[src/rtl/fadd_issue.sv]
// Issue/return wrapper for a fixed-latency fadd datapath: credit-limited accept,
// tag shift register and FWFT result FIFO. Define FADD_ISSUE_SUB_EN to enable subtraction.
module fadd_issue #(
    parameter int LATENCY = 4,
    parameter int DEPTH   = 8,
    parameter int TAG_W   = 5
) (
    input  logic             clk,
    input  logic             rst,
    input  logic             in_valid,
    output logic             in_ready,
    input  logic             in_op,
    input  logic [31:0]      in_x1,
    input  logic [31:0]      in_x2,
    input  logic [TAG_W-1:0] in_tag,
    output logic [31:0]      fa_x1,
    output logic [31:0]      fa_x2,
    input  logic [31:0]      fa_y,
    output logic             out_valid,
    input  logic             out_ready,
    output logic [31:0]      out_y,
    output logic [TAG_W-1:0] out_tag,
    output logic             busy
);

    localparam int PTR_W = (DEPTH > 1) ? $clog2(DEPTH) : 1;
    localparam int CNT_W = $clog2(DEPTH + 1);
    localparam logic [CNT_W:0]   DEPTH_SUM = (CNT_W + 1)'(DEPTH);
    localparam logic [CNT_W-1:0] DEPTH_CNT = CNT_W'(DEPTH);
    localparam logic [PTR_W-1:0] LAST_PTR  = PTR_W'(DEPTH - 1);

    logic [LATENCY-1:0] sr_valid;
    logic [TAG_W-1:0]   sr_tag [LATENCY];
    logic [31:0]        mem_y [DEPTH];
    logic [TAG_W-1:0]   mem_tag [DEPTH];
    logic [PTR_W-1:0]   wr_ptr;
    logic [PTR_W-1:0]   rd_ptr;
    logic [CNT_W-1:0]   inflight;
    logic [CNT_W-1:0]   fifo_count;
    logic [CNT_W:0]     credits_used;
    logic               accept;
    logic               push;
    logic               pop;

    function automatic logic [PTR_W-1:0] ptr_inc(input logic [PTR_W-1:0] p);
        return (p == LAST_PTR) ? '0 : p + PTR_W'(1);
    endfunction

    // Credits come from registered counts only, so a pop frees its slot next cycle.
    assign credits_used = {1'b0, inflight} + {1'b0, fifo_count};
    assign in_ready     = credits_used < DEPTH_SUM;
    assign accept       = in_valid && in_ready;
    assign push         = sr_valid[LATENCY-1];
    assign pop          = out_valid && out_ready;

    assign fa_x1 = in_x1;
`ifdef FADD_ISSUE_SUB_EN
    assign fa_x2 = {in_x2[31] ^ in_op, in_x2[30:0]};
`else
    assign fa_x2 = in_x2;
`endif

    assign out_valid = (fifo_count != '0);
    assign busy      = (fifo_count != '0) || (inflight != '0);
    assign out_y     = mem_y[rd_ptr];
    assign out_tag   = mem_tag[rd_ptr];

    // NOTE: state registers use non-blocking assignments so every flop samples pre-edge values.
    always_ff @(posedge clk or posedge rst) begin
        if (rst) begin
            sr_valid   <= '0;
            inflight   <= '0;
            fifo_count <= '0;
            wr_ptr     <= '0;
            rd_ptr     <= '0;
        end else begin
            sr_valid[0] <= accept;
            for (int i = 1; i < LATENCY; i++) begin
                sr_valid[i] <= sr_valid[i-1];
            end

            if (accept && !push) begin
                inflight <= inflight + CNT_W'(1);
            end else if (push && !accept) begin
                inflight <= inflight - CNT_W'(1);
            end

            if (push && !pop) begin
                fifo_count <= fifo_count + CNT_W'(1);
            end else if (pop && !push) begin
                fifo_count <= fifo_count - CNT_W'(1);
            end

            if (push) begin
                wr_ptr <= ptr_inc(wr_ptr);
            end
            if (pop) begin
                rd_ptr <= ptr_inc(rd_ptr);
            end
        end
    end

    // NOTE: tag pipeline and FIFO storage carry no reset; only valid bits and counts qualify them.
    always_ff @(posedge clk) begin
        sr_tag[0] <= in_tag;
        for (int i = 1; i < LATENCY; i++) begin
            sr_tag[i] <= sr_tag[i-1];
        end
        if (push) begin
            mem_y[wr_ptr]   <= fa_y;
            mem_tag[wr_ptr] <= sr_tag[LATENCY-1];
        end
    end

    // Credit accounting guarantees a full FIFO never receives an unmatched push.
    always @(posedge clk) begin
        if (!rst) begin
            assert (!(push && (fifo_count == DEPTH_CNT) && !pop));
        end
    end

endmodule

[config.mk]
export PLATFORM = sky130hd
export DESIGN_NAME = fadd_issue
export DESIGN_NICKNAME = d
export VERILOG_FILES = /design/src/rtl/fadd_issue.sv
export SDC_FILE = /design/constraint.sdc
export NUM_CORES = 1
export LEC_CHECK = 0
export ABC_AREA = 1
export CAP_MARGIN = 0
export CELL_PAD_IN_SITES_DETAIL_PLACEMENT = 1
export CELL_PAD_IN_SITES_GLOBAL_PLACEMENT = 1
export CORE_MARGIN = 3
export CORE_UTILIZATION = 25
export CTS_BUF_LIST = sky130_fd_sc_hd__clkbuf_4 sky130_fd_sc_hd__clkbuf_8 sky130_fd_sc_hd__clkbuf_16
export DETAILED_ROUTE_END_ITERATION = 10
export PLACE_DENSITY = 0.52
export SLEW_MARGIN = 20
export SYNTH_ARGS = -nofsm -noshare
export SYNTH_HDL_FRONTEND = slang
export SYNTH_SLANG_ARGS = --single-unit
[constraint.sdc]
create_clock -name clk -period 3.8 [get_ports clk]
set_clock_uncertainty 0.1 [all_clocks]
set_input_delay 0.57 -clock clk [delete_from_list [all_inputs] [get_ports clk]]
set_output_delay 0.57 -clock clk [all_outputs]
set_load 0.02 [all_outputs]
# After elaboration in Yosys (flattened, before gate mapping)
# Memories as Yosys holds them, arrays and structs flattened.
# Index checks and enable logic that the tools add are counted.
[totals]
register_bits = 18
ram_bits = 316
in_bits = 106
out_inout_bits = 104
elab_cells = 40
memories = 3
[classes]
add_sub_neg = 7
order_cmp = 1
n_eq_ne = 2
n_mux = 8
reduce_logical = 14
[memory_table]
columns = ["memory", "words", "word_bits", "rd", "rd_ports_with_merged_regs", "wr", "line", "rtl"]
rows = [
  ["mem_y", 8, 32, 1, 0, 1, "34", "logic [31:0] mem_y [DEPTH];"],
  ["mem_tag", 8, 5, 1, 0, 1, "35", "logic [TAG_W-1:0] mem_tag [DEPTH];"],
  ["sr_tag", 4, 5, 4, 0, 4, "33", "logic [TAG_W-1:0] sr_tag [LATENCY];"],
]
[ops]
columns = ["op", "count"]
rows = [
  ["two-way mux 4 bit", 4],
  ["adder 4 x 1 -> 4 bit (second input constant)", 2],
  ["nonzero test 4 bit", 2],
  ["subtractor 4 x 1 -> 4 bit (second input constant)", 2],
  ["adder 3 x 1 -> 3 bit (second input constant)", 2],
  ["== test 3 bit (second input constant)", 2],
  ["logical AND 1 bit", 6],
  ["two-way mux 3 bit", 2],
  ["adder 4 x 4 -> 5 bit", 1],
  ["< comparator 5 x 4 -> 1 bit (second input constant)", 1],
  ["nonzero test 2 bit", 2],
  ["zero test 1 bit", 3],
  ["two-way mux 1 bit", 2],
  ["logical OR 1 bit", 1],
]

# Longest topological paths before layout
[depth]
word_depth = 7
mapped_depth = 14
depth_no_buf = 14

# Worst setup path before layout
# Ideal clock, no wire load.
[synth_timing]
kind = "flip-flop to flip-flop"
startpoint = "reg sr_valid[3]"
endpoint = "mem mem_tag[0][0] (enable)"
setup_time_ns = 0.431
t_arrival_ns = 2.353
required_time_ns = 3.269
path_slack_ns = 0.916
stages_incl_launch_ff = 4
n_path_buf = 0
period_less_slack_ns = 2.884
cell_sequence = "dfrtp_1 inv_1 or2_2 nor2_1"
[synth_via]
elab_chain_cells = 2
[synth_rtl]
columns = ["item", "line", "rtl"]
rows = [
  ["from (decl)", "32", "logic [LATENCY-1:0] sr_valid;"],
  ["from (signal, indexed assignment)", "79", "sr_valid[i] <= sr_valid[i-1];"],
  ["two-way mux 1 bit", "109", "if (push) begin"],
  ["two-way mux 1 bit (implied by the code)", "111", "mem_tag[wr_ptr] <= sr_tag[LATENCY-1];"],
  ["to (decl)", "35", ""],
]
# No other way between the ends.

# Worst setup path in the final report
[layout_timing]
startpoint = "reg rd_ptr[0]"
endpoint = "out out_y[14]"
[layout_via]
elab_chain_cells = 1
[layout_rtl]
columns = ["item", "line", "rtl"]
rows = [
  ["from (decl)", "37", "logic [PTR_W-1:0] rd_ptr;"],
  ["from (signal assigned)", "98", "rd_ptr <= ptr_inc(rd_ptr);"],
  ["memory read (8 x 32 bit)", "--", ""],
  ["to (decl)", "21", "output logic [31:0] out_y,"],
]
# No other way between the ends.

==> results.ini <==
[status]
outcome = finished, final reports clean

[power]
p_leak_nw = 5.96
max-vdd-ir-drop_v = 0.000396
cellPowerDensity_nw_per_um2 = 796

[sta]
relSlewSlack_pct = 42.6
finalSetupTns_ns = 0
fmax_mhz = 285
holdWs_ns = 0.226
rsz0062_at_grt = false
tightest_slew_ns = 0.859
post-route-period-util_pct = 92.2
hold_viol_final = 0
report.final.slew_viol_count = 0
min_period_ns = 3.50
setup_violations = 0

[clock_network]
clock-sinks = 334
cts-root-buf = clkbuf_16
cts.clk_slew.worst_paths_ns = 0.06
numCtsBuffers = 39
clockBufferDepth = 3
clk_latency_ns = 0.54
postCtsHoldBufs = 0
htree_levels = 2
tritoncts = built

[final_layout]
drive_gt1_share_pct = 8.17
syn2layout_area_growth_pct = 18.3
nets = 1340
final_area_um2 = 16200
stdcell_count = 1947

[min_path]
hold_path.class = register to register
hold_depth = 0
min_from = sr_tag[0][2]
min_to = sr_tag[1][2]

[global_routing]
grt_pass1_vias = 9134
grt_max_degree = 76
grt_overflow = 0
grt_usage_pct = 12.4
antenna_found_initial = 4
grt_pass1_wl_um = 53700

[yosys]
yosys_register_bits = 334
synth_cells = 1196
async_flop_share_pct = 5.39
avgSynthCellArea_um2 = 11.4
synthFlopType = edfxtp_1
synth_top_area_share_pct = 64.9
synth_top_cell_by_area = edfxtp_1
synth_edf_count = 296
yosysMostFrequentCell = nand2_1
synthDistinctLibCells = 24
synth_area_leaders = edfxtp_1, nand2_1, buf_4
synth_commonest_cells = nand2_1, edfxtp_1, o21ai_0
yosysWarnings = 0
syn_nets = 1317
synth_area_um2 = 13700
synth-seq-area-share_pct = 71.1

[route]
vias = 8486
first_iter_violations = 310
avgViaCountPerCell = 4.36
route.detailed.drc = 0
wirelength_um = 35200
postRouteAntennaNets = 0
first_pass_iters = 4
wl_per_cell_um = 18.1

[floorplan]
dieArea_um2 = 57600
die_x_um = 240
io_pins = 210
die_y_um = 240
rows = 85
start_util_pct = 25.3
core_um2 = 54000

[worst_setup_path]
worst-setup-path-type = register to primary output
reg2reg_depth = 11
max_stage_delay_ns = 0.63
startpoint_type = register
path_max_fanout = 74
rrSetupSlack_ns = 1.26
worstPathArrival_ns = 2.83
required_ns = 3.13
r2r_start = inflight[3]
r2r_end = inflight[3]
crit_slowest_cell = dfrtp_4
path_common_cell = nand2_1
end_kind = primary output
crit_chain = inv_4, buf_12, nand2_1, nand2_1, nand2_1, o21ai_1, nand2_1, nand2_1, clkdlybuf4s50_1

[run]
drv_cap = 0

[placement]
placed_area_um2 = 14900
hpwl_um = 18600
gp_congestion = 0.693
numPortBuffers = 80
dp_cells = 1873

-- metal layers --
layer	vias up	GRT usage [%]	routed length [um]
li1	4035	-	-
met1	4250	15.1	15500
met2	121	21.2	16900
met3	78	3.11	1900
met4	2	4.39	911
met5	-	0	13
-- cell families after synthesis --
logic type	count (synthesis)	share of synthesized area [%]
and+or+nand+nor	550	15.3
xor gates and xnor gates	4	0.256
AOI/OAI and AO/OA	157	5.76
buffers and inverters	136	6.12
adders and majority gates	15	1.48
DFF	334	71.1
-- report_power, final --
group / internal (mW) / switching (mW)
combinational: 1.70 / 3.03
sequential: 4.33 / 0.244
clock: 2.17 / 1.43
total: 8.20 / 4.71
-- sequential cells by signal, summed over array words and instances, names as in the netlist --
signal / cells
wr_ptr: 3
mem_y: 256
sr_valid: 4
rd_ptr: 3
inflight: 4
sr_tag: 20
mem_tag: 40
fifo_count: 4
-- worst max-delay path by stage --
stage | start | endpoint | slack [ns] | cells past startpoint
after global routing | rd_ptr[0] | out_y[29] | 0.08 | 9
final | rd_ptr[0] | out_y[14] | 0.30 | 9
after global placement | rd_ptr[0] | out_y[26] | 0.67 | 8
after detailed placement | rd_ptr[0] | out_tag[4] | 0.68 | 8
after CTS | rd_ptr[0] | out_y[26] | 0.08 | 8
after floorplan | sr_valid[3] | mem_tag[0][0] | 0.92 | 3
-- critical path: cells and delay by family (launching register included) --
kind / cells / cell delay (ns)
and+or+nand+nor: 5 / 0.45
buffers and inverters: 3 / 1.10
AOI/OAI and AO/OA: 1 / 0.08
DFF: 1 / 0.63
-- cell usage in the layout, fill, tap and decap left out, drive strengths merged, types with 15 or more instances in the layout --
master / synthesis / layout
nand2: 446 / 446
edfxtp: 296 / 296
o21ai: 152 / 152
nor2: 91 / 91
clkdlybuf4s50: 0 / 80
clkbuf: 30 / 53
buf: 90 / 22
dfxtp: 20 / 20
dfrtp: 18 / 18
inv: 16 / 16
clkinv: 0 / 15
-- cell type report --
type | count | area (um2)
timing repair buffer | 102 | 1090
clock inverter | 17 | 108
multi-input combinational | 726 | 3170
sequential | 334 | 9750
clock buffer | 53 | 1140
fill | 5902 | 37800
tap | 696 | 871
inverter | 16 | 62.6
antenna | 3 | 7.51
-- stage by stage --
stage	setup WS, ns	power (mW)	utilization, %
2_1_floorplan	0.916	7.56	-
3_3_place_gp	0.667	9.40	27.6
3_5_place_dp	0.681	9.49	27.6
4_1_cts	0.0824	13.2	29.9
5_1_grt	0.0774	13.9	30.0
6_report	0.297	12.9	30.0
-- timing repair --
action,CTS,global route
buffers inserted,0,1
setup endpoints to repair,0,7
gates resized for setup,0,0
No activity file was read; power rests on OpenSTA's default activity.
